<file path="config.mk">
export PLATFORM = sky130hd
export DESIGN_NAME = alu_mem_sequencer
export DESIGN_NICKNAME = d
export VERILOG_FILES = /design/src/rtl/alu_mem_sequencer.sv
export SDC_FILE = /design/constraint.sdc
export NUM_CORES = 1
export LEC_CHECK = 0
export BUFFER_PORTS_ARGS = -buffer_cell sky130_fd_sc_hd__clkbuf_2
export CORE_ASPECT_RATIO = 1.75
export CORE_MARGIN = 2
export CORE_UTILIZATION = 46
export DETAILED_ROUTE_END_ITERATION = 8
export GPL_TIMING_DRIVEN = 0
export PLACE_DENSITY = 0.9
export SKIP_LAST_GASP = 1
export SYNTH_ARGS = -nofsm -noshare
export SYNTH_HDL_FRONTEND = slang
export SYNTH_SLANG_ARGS = --single-unit
</file>
<file path="constraint.sdc">
create_clock -name clk -period 1.9 [get_ports clk]
set_input_delay 0.38 -clock clk [delete_from_list [all_inputs] [get_ports clk]]
set_output_delay 0.38 -clock clk [all_outputs]
set_load 0.03 [all_outputs]
</file>
<file path="src/rtl/alu_mem_sequencer.sv">
// alu_mem_sequencer
//
// Runs one memory-to-memory ALU command at a time. An accepted command reads
// operand A and operand B from a registered-read memory (1-cycle latency),
// drives an external combinational ALU, captures its result and writes it
// back to the destination address. One command takes 6 cycles, start to start.
//
// Ports
//   clk, rst                 single clock, synchronous active-high reset
//   start, cmd_opcode,       command request and fields; sampled only in
//   cmd_src_a/b, cmd_dst     IDLE or DONE
//   busy, done               busy in RD_A..WRITE, one-cycle done pulse in DONE
//   result                   last ALU result, held until the next EXEC
//   mem_addr/wdata/we,       result memory port
//   mem_rdata
//   alu_opcode/op1/op2,      external combinational ALU
//   alu_result
//
// Build option
//   ALU_SEQ_FLAGS_EN         adds flag_zero / flag_carry outputs, captured at EXEC

module alu_mem_sequencer (
    input  logic        clk,
    input  logic        rst,
    input  logic        start,
    input  logic [2:0]  cmd_opcode,
    input  logic [3:0]  cmd_src_a,
    input  logic [3:0]  cmd_src_b,
    input  logic [3:0]  cmd_dst,
    output logic        busy,
    output logic        done,
    output logic [7:0]  result,
    output logic [3:0]  mem_addr,
    output logic [15:0] mem_wdata,
    output logic        mem_we,
    input  logic [15:0] mem_rdata,
    output logic [2:0]  alu_opcode,
    output logic [7:0]  alu_op1,
    output logic [7:0]  alu_op2,
    input  logic [7:0]  alu_result
`ifdef ALU_SEQ_FLAGS_EN
    ,
    output logic        flag_zero,
    output logic        flag_carry
`endif
);

    typedef enum logic [2:0] {
        StIdle,
        StRdA,
        StRdB,
        StLdB,
        StExec,
        StWrite,
        StDone
    } state_e;

    state_e      state_q, state_d;
    logic [2:0]  opcode_q, opcode_d;
    logic [3:0]  src_a_q, src_a_d;
    logic [3:0]  src_b_q, src_b_d;
    logic [3:0]  dst_q, dst_d;
    logic [7:0]  op1_q, op1_d;
    logic [7:0]  op2_q, op2_d;
    logic [7:0]  result_q, result_d;

    // Next state and captured registers
    always_comb begin
        state_d  = state_q;
        opcode_d = opcode_q;
        src_a_d  = src_a_q;
        src_b_d  = src_b_q;
        dst_d    = dst_q;
        op1_d    = op1_q;
        op2_d    = op2_q;
        result_d = result_q;

        unique case (state_q)
            StIdle, StDone: begin
                if (start) begin
                    opcode_d = cmd_opcode;
                    src_a_d  = cmd_src_a;
                    src_b_d  = cmd_src_b;
                    dst_d    = cmd_dst;
                    state_d  = StRdA;
                end else begin
                    state_d  = StIdle;
                end
            end
            StRdA:   state_d = StRdB;
            StRdB: begin
                // Read data for src_a arrives one cycle after its address
                op1_d   = mem_rdata[7:0];
                state_d = StLdB;
            end
            StLdB: begin
                op2_d   = mem_rdata[7:0];
                state_d = StExec;
            end
            StExec: begin
                result_d = alu_result;
                state_d  = StWrite;
            end
            StWrite: state_d = StDone;
            default: state_d = StIdle;
        endcase
    end

    always_ff @(posedge clk) begin
        if (rst) begin
            state_q  <= StIdle;
            opcode_q <= 3'd0;
            src_a_q  <= 4'd0;
            src_b_q  <= 4'd0;
            dst_q    <= 4'd0;
            op1_q    <= 8'd0;
            op2_q    <= 8'd0;
            result_q <= 8'd0;
        end else begin
            state_q  <= state_d;
            opcode_q <= opcode_d;
            src_a_q  <= src_a_d;
            src_b_q  <= src_b_d;
            dst_q    <= dst_d;
            op1_q    <= op1_d;
            op2_q    <= op2_d;
            result_q <= result_d;
        end
    end

    // Outputs
    always_comb begin
        busy      = 1'b0;
        done      = 1'b0;
        mem_addr  = 4'd0;
        mem_wdata = 16'd0;
        mem_we    = 1'b0;

        unique case (state_q)
            StRdA: begin
                busy     = 1'b1;
                mem_addr = src_a_q;
            end
            StRdB: begin
                busy     = 1'b1;
                mem_addr = src_b_q;
            end
            StLdB:  busy = 1'b1;
            StExec: busy = 1'b1;
            StWrite: begin
                busy      = 1'b1;
                mem_addr  = dst_q;
                mem_wdata = {8'h00, result_q};
                // A reset arriving in this cycle must cancel the write at its edge
                mem_we    = ~rst;
            end
            StDone:  done = 1'b1;
            default: ;
        endcase
    end

    assign result     = result_q;
    assign alu_opcode = opcode_q;
    assign alu_op1    = op1_q;
    assign alu_op2    = op2_q;

`ifdef ALU_SEQ_FLAGS_EN
    logic       flag_zero_q, flag_zero_d;
    logic       flag_carry_q, flag_carry_d;
    logic [8:0] sum9;

    always_comb begin
        flag_zero_d  = flag_zero_q;
        flag_carry_d = flag_carry_q;
        sum9         = {1'b0, op1_q} + {1'b0, op2_q};
        if (state_q == StExec) begin
            flag_zero_d = (alu_result == 8'd0);
            unique case (opcode_q)
                3'b000:  flag_carry_d = sum9[8];
                3'b001:  flag_carry_d = (op1_q < op2_q); // borrow
                default: flag_carry_d = 1'b0;
            endcase
        end
    end

    always_ff @(posedge clk) begin
        if (rst) begin
            flag_zero_q  <= 1'b0;
            flag_carry_q <= 1'b0;
        end else begin
            flag_zero_q  <= flag_zero_d;
            flag_carry_q <= flag_carry_d;
        end
    end

    assign flag_zero  = flag_zero_q;
    assign flag_carry = flag_carry_q;
`endif

endmodule
</file>
==> key figures, run 1 <==
Yosys
  • Unique masters post-synth: 28
  • Post-synth top area cell: dfxtp_1
  • Synth Flop Type: dfxtp_1
  • Post-synth EDFFs: 0
  • Post-synthesis sequential area ratio: 43.3%
  • Most frequent cell after synthesis: dfxtp_1
  • Cell Area, Synth: 1940 µm²
  • Top-area cell type share of the netlist area: 43.3%
  • Synth Area per Inst: 9.56 µm²
  • Synth top area cells: dfxtp_1 43%, mux2i_1 20%, nand2b_1 9.7%
  • Seq cells post-synth: 42
  • Ys async rst share: 0%
  • Most frequent cells after synthesis: 42 x dfxtp_1, 39 x mux2i_1, 30 x nand2b_1, 27 x nor2_1
  • Synth Instances: slightly above 200
  • Synthesis warning total: 0

Critical path
  • Nature of the critical path startpoint: flop
  • Worst R2R Path Depth: 6
  • Crit Path Class: flop to primary output
  • Total stage count of the critical path: 5
  • Max incr delay on CP: 0.36 ns
  • CP top delay family: flip-flops
  • CP bufs+invs: 2
  • Worst EP required: 1.52 ns
  • Worst-path cell chain: and2b_4, buf_8, a22oi_2, o2bb2ai_2, buf_6
  • CP max stage cell: dfxtp_4
  • WP data arrival: 1.48 ns
  • CP max FO: 6
  • Crit end category: primary output

CTS
  • Clock transition at the registers of the reported paths: ~0.080 ns
  • Clk sinks: 42
  • H-tree lvl count: 2
  • Post-CTS Hold Buffers: 0
  • CTS tree: done
  • Cts bufs inserted: 5
  • Root buffer cell: clkbuf_8
  • CTS max path bufs: 2
  • Clk_lat worst skew: 0.29 ns

Pwr
  • Cell-internal power: roughly 1.6 mW
  • Power Total: 2.11 mW
  • Clock network fraction of total power: about two fifths
  • LEAKAGE: 1.30 nW
  • Comb pwr share: 14.7%
  • Total net switching power: 495 µW
  • Sw Ratio: 23.4%
  • Sequential Power Share: between 40% and 50%
  • VDD IR-drop max: about 600 µV
  • Power density over cell area: around 800 nW/µm²

Run
  • Max_cap viols: 0

Route
  • Post-DRT Antenna Nets: 0
  • Drt first pass iters: 4
  • Drt initial violations: 28
  • Post-route DRC: 0
  • Via/cell ratio: 4.88
  • Routed len/inst: ~13 µm
  • Routed WL: 4.44 mm
  • Via count: approximately 1700

Outcome
  • Status: finished, final reports clean

Hold path
  • Hold depth: 3
  • Min-delay worst type: input pin to flop

Floorplan
  • Die area: 4770 µm²
  • Rows: 31
  • Initial core utilization: 47.2%
  • CORE AREA: between 4000 and 5000 µm²
  • Ports: 92
  • Die H: 89.9 µm
  • Die width: 53.1 µm

STA
  • Period utilization: between 90% and 100%
  • Final hold violations: 0
  • Fmax: 537 MHz
  • Post-route clock skew: 0.00973 ns
  • Final setup vio count: 0
  • Final worst path period need: 1.86 ns
  • Setup TNS: 0 ns
  • Slew Limit Fails: 0
  • Worst setup margin: about 0.036 ns
  • Fin Hold WS: between 0.3 and 0.4 ns

Place
  • Detail Placement HPWL: 3.33 mm
  • DP Area: approximately 2400 µm²
  • Port Buffers: between 70 and 80
  • Pre-CTS setup slack: -0.0720 ns
  • GP Congestion: between 0.6 and 0.7

Final layout
  • Final Instance Area: 2630 µm²
  • Antenna fix cells: 0
  • Layout area overhead: 35.7%
  • Nets: between 300 and 400
  • Share of layout cells above drive strength 1: 37.8%

GRT
  • Largest net degree at the start of global routing: 14
  • All-Layer GR Usage: a little under a fifth
  • GRT overflow: 0
  • Initial antenna violation count: 0
  • Vias in the first global route: 1521
  • First-pass GRT wire length: 6.82 mm
tightest hold or removal path, stage by stage:
cell      delay, ns
clkbuf_2       0.07
mux2i_1        0.06
nor2_1         0.07
what timing repair did:
item                       in CTS  in global routing
pin swaps                       2                  2
gates cloned                    1                  0
buffers inserted                5                  0
resized for setup              19                 15
setup endpoints to repair      15                 14
sequential cells by signal (all words and copies together), names as in the netlist:
name        count
src_b_q         4
src_a_q         4
state_q         3
alu_op2         8
dst_q           4
result          8
alu_op1         8
alu_opcode      3
kinds of logic after synthesis:
family | count (synthesis) | share of synthesized area, %
and+or+nand+nor | 78 | 21.7
AOI/OAI and AO/OA | 14 | 5.16
buffers and inverters | 27 | 8.45
xor gates and xnor gates | 1 | 0.451
muxes | 39 | 20.1
adders and majority gates | 1 | 0.645
DFF | 42 | 43.3
other | 1 | 0.193
cell usage in the layout (no fill, tap or decap), drive strengths merged:
cell type  count
clkbuf        81
dfxtp         42
mux2i         39
nand2b        30
nor2          27
buf           27
and3           8
conb           8
a22oi          4
o2bb2ai        4
inv            3
nor3b          3
nor3           2
a21oi          2
o21ai          2
nand3          2
bufinv         2
nor2b          2
and2b          1
and2           1
nand3b         1
xor2           1
nand2          1
a2111oi        1
a31oi          1
ha             1
final timing paths:
| path | to | start | slack, ns |
|---|---|---|---|
| worst max-delay path | mem_addr[1] | state_q[1] | 0.04 |
| worst min-delay path | result[1] | alu_result[1] | 0.32 |
| worst max register to register | alu_opcode[1] | state_q[1] | 0.36 |
| worst min register to register | src_a_q[2] | src_a_q[2] | 0.48 |
power by group through the flow:
stage	Combinational (mW)	Sequential, mW	Clock [mW]
4_1_cts	0.312	0.939	0.878
6_report	0.310	0.942	0.860
2_1_floorplan	0.182	0.982	0
5_1_grt	0.334	0.947	0.911
3_3_place_gp	0.286	0.957	0
3_5_place_dp	0.291	0.959	0
per-layer routing:
metal | part of all wire [%] | global-route usage, % | vias up
met1 | 38 | 20.7 | 776
met4 | 1.9 | 8.33 | 0
met2 | 55 | 33.8 | 54
met5 | 0 | 0 | -
met3 | 5.2 | 3.65 | 6
li1 | - | - | 846
final cells by class:
type	instances	area, µm²
inverters	3	11.3
multi-input cells	141	985
repair buffers	80	432
plain buffers	22	154
fillers	374	1480
clock buffers	6	82.6
flip-flops and latches	42	847
well taps	49	61.3
clock inverters	2	60.1
stage by stage:
stage / instances / utilization, %
finish: 345 / 64.0
global route: 345 / 64.0
CTS: 346 / 63.8
detailed placement: 333 / 58.3
global placement: 333 / 58.3
floorplan: 210 / -
Power figures use the tool's default switching activity.
==> inputs of run 2 (changes only) <==
==> constraint.sdc (replaced) <==
create_clock -name clk -period 1.9 [get_ports clk]
set_input_delay 0.475 -clock clk [delete_from_list [all_inputs] [get_ports clk]]
set_output_delay 0.475 -clock clk [all_outputs]
set_load 0.03 [all_outputs]
==> key figures, run 2 (synthesis gave the netlist of run 1 again) <==
GRT
  • GRT overflow: 0 (unchanged)
  • First-pass GRT wire length: 7.70 mm (+13%)
  • Initial antenna violation count: 0 (unchanged)
  • Vias in the first global route: 1714 (+13%)
  • All-Layer GR Usage: 21.8% (+2.7 points)
  • Largest net degree at the start of global routing: 13 (-1)

Place
  • GP Congestion: 0.798 (+16%)
  • Pre-CTS setup slack: -0.125 ns (-0.0535 ns)
  • Detail Placement HPWL: 3.42 mm (+2.6%)
  • Port Buffers: 74 (unchanged)

Pwr
  • Clock network fraction of total power: 31.8% (-8.9 points)
  • Comb pwr share: 17.2% (+2.5 points)
  • Power Total: 1.85 mW (-13%)
  • VDD IR-drop max: 580 µV (-2.3%)
  • Total net switching power: 495 µW (about the same)
  • Sw Ratio: 26.8% (+3.4 points)
  • LEAKAGE: 1.30 nW (+0.21%)
  • Cell-internal power: 1.35 mW (-16%)
  • Sequential Power Share: 51.1% (+6.5 points)
  • Power density over cell area: 685 nW/µm² (-15%)

Final layout
  • Antenna fix cells: 0 (unchanged)
  • Layout fillers: 357 (-4.5%)
  • Register area: 847 µm² (unchanged)
  • Share of layout cells above drive strength 1: 38.6% (+0.81 points)
  • Multi-input logic area: 1010 µm² (+2.7%)
  • Nets: 337 (-0.30%)
  • Most frequent cells in the layout: 60 x clkbuf_2, 39 x mux2i_1, 39 x dfxtp_1
  • Layout area overhead: 38.9%
  • Commonest non-fill, non-tap cell in the layout: clkbuf_2

STA
  • Worst-Margin Slew: 0.542 ns
  • RSZ-0062 raised after global routing: yes
  • Worst setup margin: -0.00677 ns (-0.0431 ns)
  • Slew margin rel.: 63.9%
  • Fmax: 524 MHz (-2.3%)
  • Final worst path period need: 1.91 ns (+0.0431 ns)
  • Period utilization: 100% (+2.3 points)
  • Post-route clock skew: 0.00439 ns (-0.00534 ns)
  • Final hold violations: 0 (unchanged)
  • Setup TNS: -0.0208 ns (-0.0208 ns)
  • Final setup vio count: 5 (+5)
  • Slew Limit Fails: 0 (unchanged)

Critical path
  • Worst EP required: 1.42 ns (-0.10 ns)
  • CP max stage cell: dfxtp_4
  • Crit Path Class: flop to primary output
  • Nature of the critical path startpoint: flop
  • WP data arrival: 1.43 ns (-0.05 ns)
  • CP max FO: 6 (unchanged)
  • Crit end category: primary output
  • Max incr delay on CP: 0.35 ns (about the same)
  • Worst-path cell chain: and2b_4, and2_4, o2bb2ai_2, buf_6

Route
  • Routed WL: 4.93 mm (+11%)
  • Via count: 1718 (+2.1%)
  • Drt first pass iters: 4 (unchanged)
  • Drt initial violations: 17 (-39%)
  • Via/cell ratio: 4.99 (+2.4%)
  • Post-route DRC: 0 (unchanged)
  • Post-DRT Antenna Nets: 0 (unchanged)
  • Routed len/inst: 14.3 µm (+11%)

CTS
  • Clk sinks: 42 (unchanged)
  • Post-CTS Hold Buffers: 0 (unchanged)
  • Cts bufs inserted: 5 (unchanged)
  • H-tree lvl count: 2 (unchanged)
  • Clk_lat worst skew: 0.29 ns (about the same)
  • Root buffer cell: clkbuf_8
  • CTS tree: done
  • CTS max path bufs: 2 (unchanged)
  • Clock transition at the registers of the reported paths: 0.08 ns (about the same)

Floorplan
  • Die width: 53.1 µm (unchanged)
  • Die area: 4770 µm² (unchanged)
  • Die H: 89.9 µm (unchanged)
  • CORE AREA: 4110 µm² (unchanged)
  • Ports: 92 (unchanged)
  • Rows: 31 (unchanged)
  • Initial core utilization: 47.2% (unchanged)

Outcome
  • Failing checks: negative setup slack
  • Status: finished, violations left

Hold path
  • Min-delay worst type: input pin to flop

Run
  • Max_cap viols: 0 (unchanged)
==> run 2: per-layer routing <==
metal	track usage, %	vias up	part of all wire [%]
li1	-	840	-
met1	21.3	806	37
met2	39.4	64	56
met3	5.15	8	4.6
met4	11.5	0	2.4
met5	0	-	0
==> run 2: final cells by class <==
class	count	area share, %
clock inverter	1	0.186
timing repair buffer	79	19.1
clock buffer	7	3.20
sequential	42	31.4
tap	49	2.27
buffer	22	5.85
multi-input combinational	141	37.5
inverter	3	0.418
==> run 2: final timing paths <==
path / from / depth (start not counted) / to / slack, ns
max: state_q[1] / 4 / mem_addr[0] / -0.007
min: cmd_src_b[0] / 3 / src_b_q[0] / 0.42
max reg2reg: state_q[1] / 7 / alu_opcode[0] / 0.26
min reg2reg: alu_opcode[1] / 2 / alu_opcode[1] / 0.48
==> run 2: metrics by stage <==
| stage | hold slack, ns | cells | utilization, % | area, µm² |
|---|---|---|---|---|
| final | 0.421 | 344 | 65.6 | 2700 |
| after global routing | 0.416 | 344 | 65.6 | 2700 |
| after CTS | 0.407 | 345 | 64.4 | 2650 |
| after detailed placement | 0.469 | 333 | 58.5 | 2400 |
| after global placement | 0.459 | 333 | 58.5 | 2400 |
| after floorplan | 0.448 | 210 | - | 1970 |
==> run 2: critical path: cells and delay by family, from the launching register on <==
kind / cells / cell delay, ns
AO/OA/AOI/OAI: 1 / 0.13
AND/OR/NAND/NOR: 2 / 0.51
flip-flops: 1 / 0.35
buffers and inverters: 1 / 0.16
==> run 2: power groups by stage <==
stage          Clock (mW)  Sequential [mW]  Combinational, mW
4_1_cts             0.609            0.939              0.313
6_report            0.587            0.943              0.317
3_5_place_dp            0            0.959              0.293
5_1_grt             0.648            0.948              0.341
3_3_place_gp            0            0.957              0.287
2_1_floorplan           0            0.982              0.183
==> run 2: repair_timing <==
action                                  CTS  global route
gates cloned                              1             0
pin swaps                                 2             1
resized for setup                        37            22
hold endpoints to repair                  0             0
setup buffers                             4             0
endpoints found under the setup margin   15            15
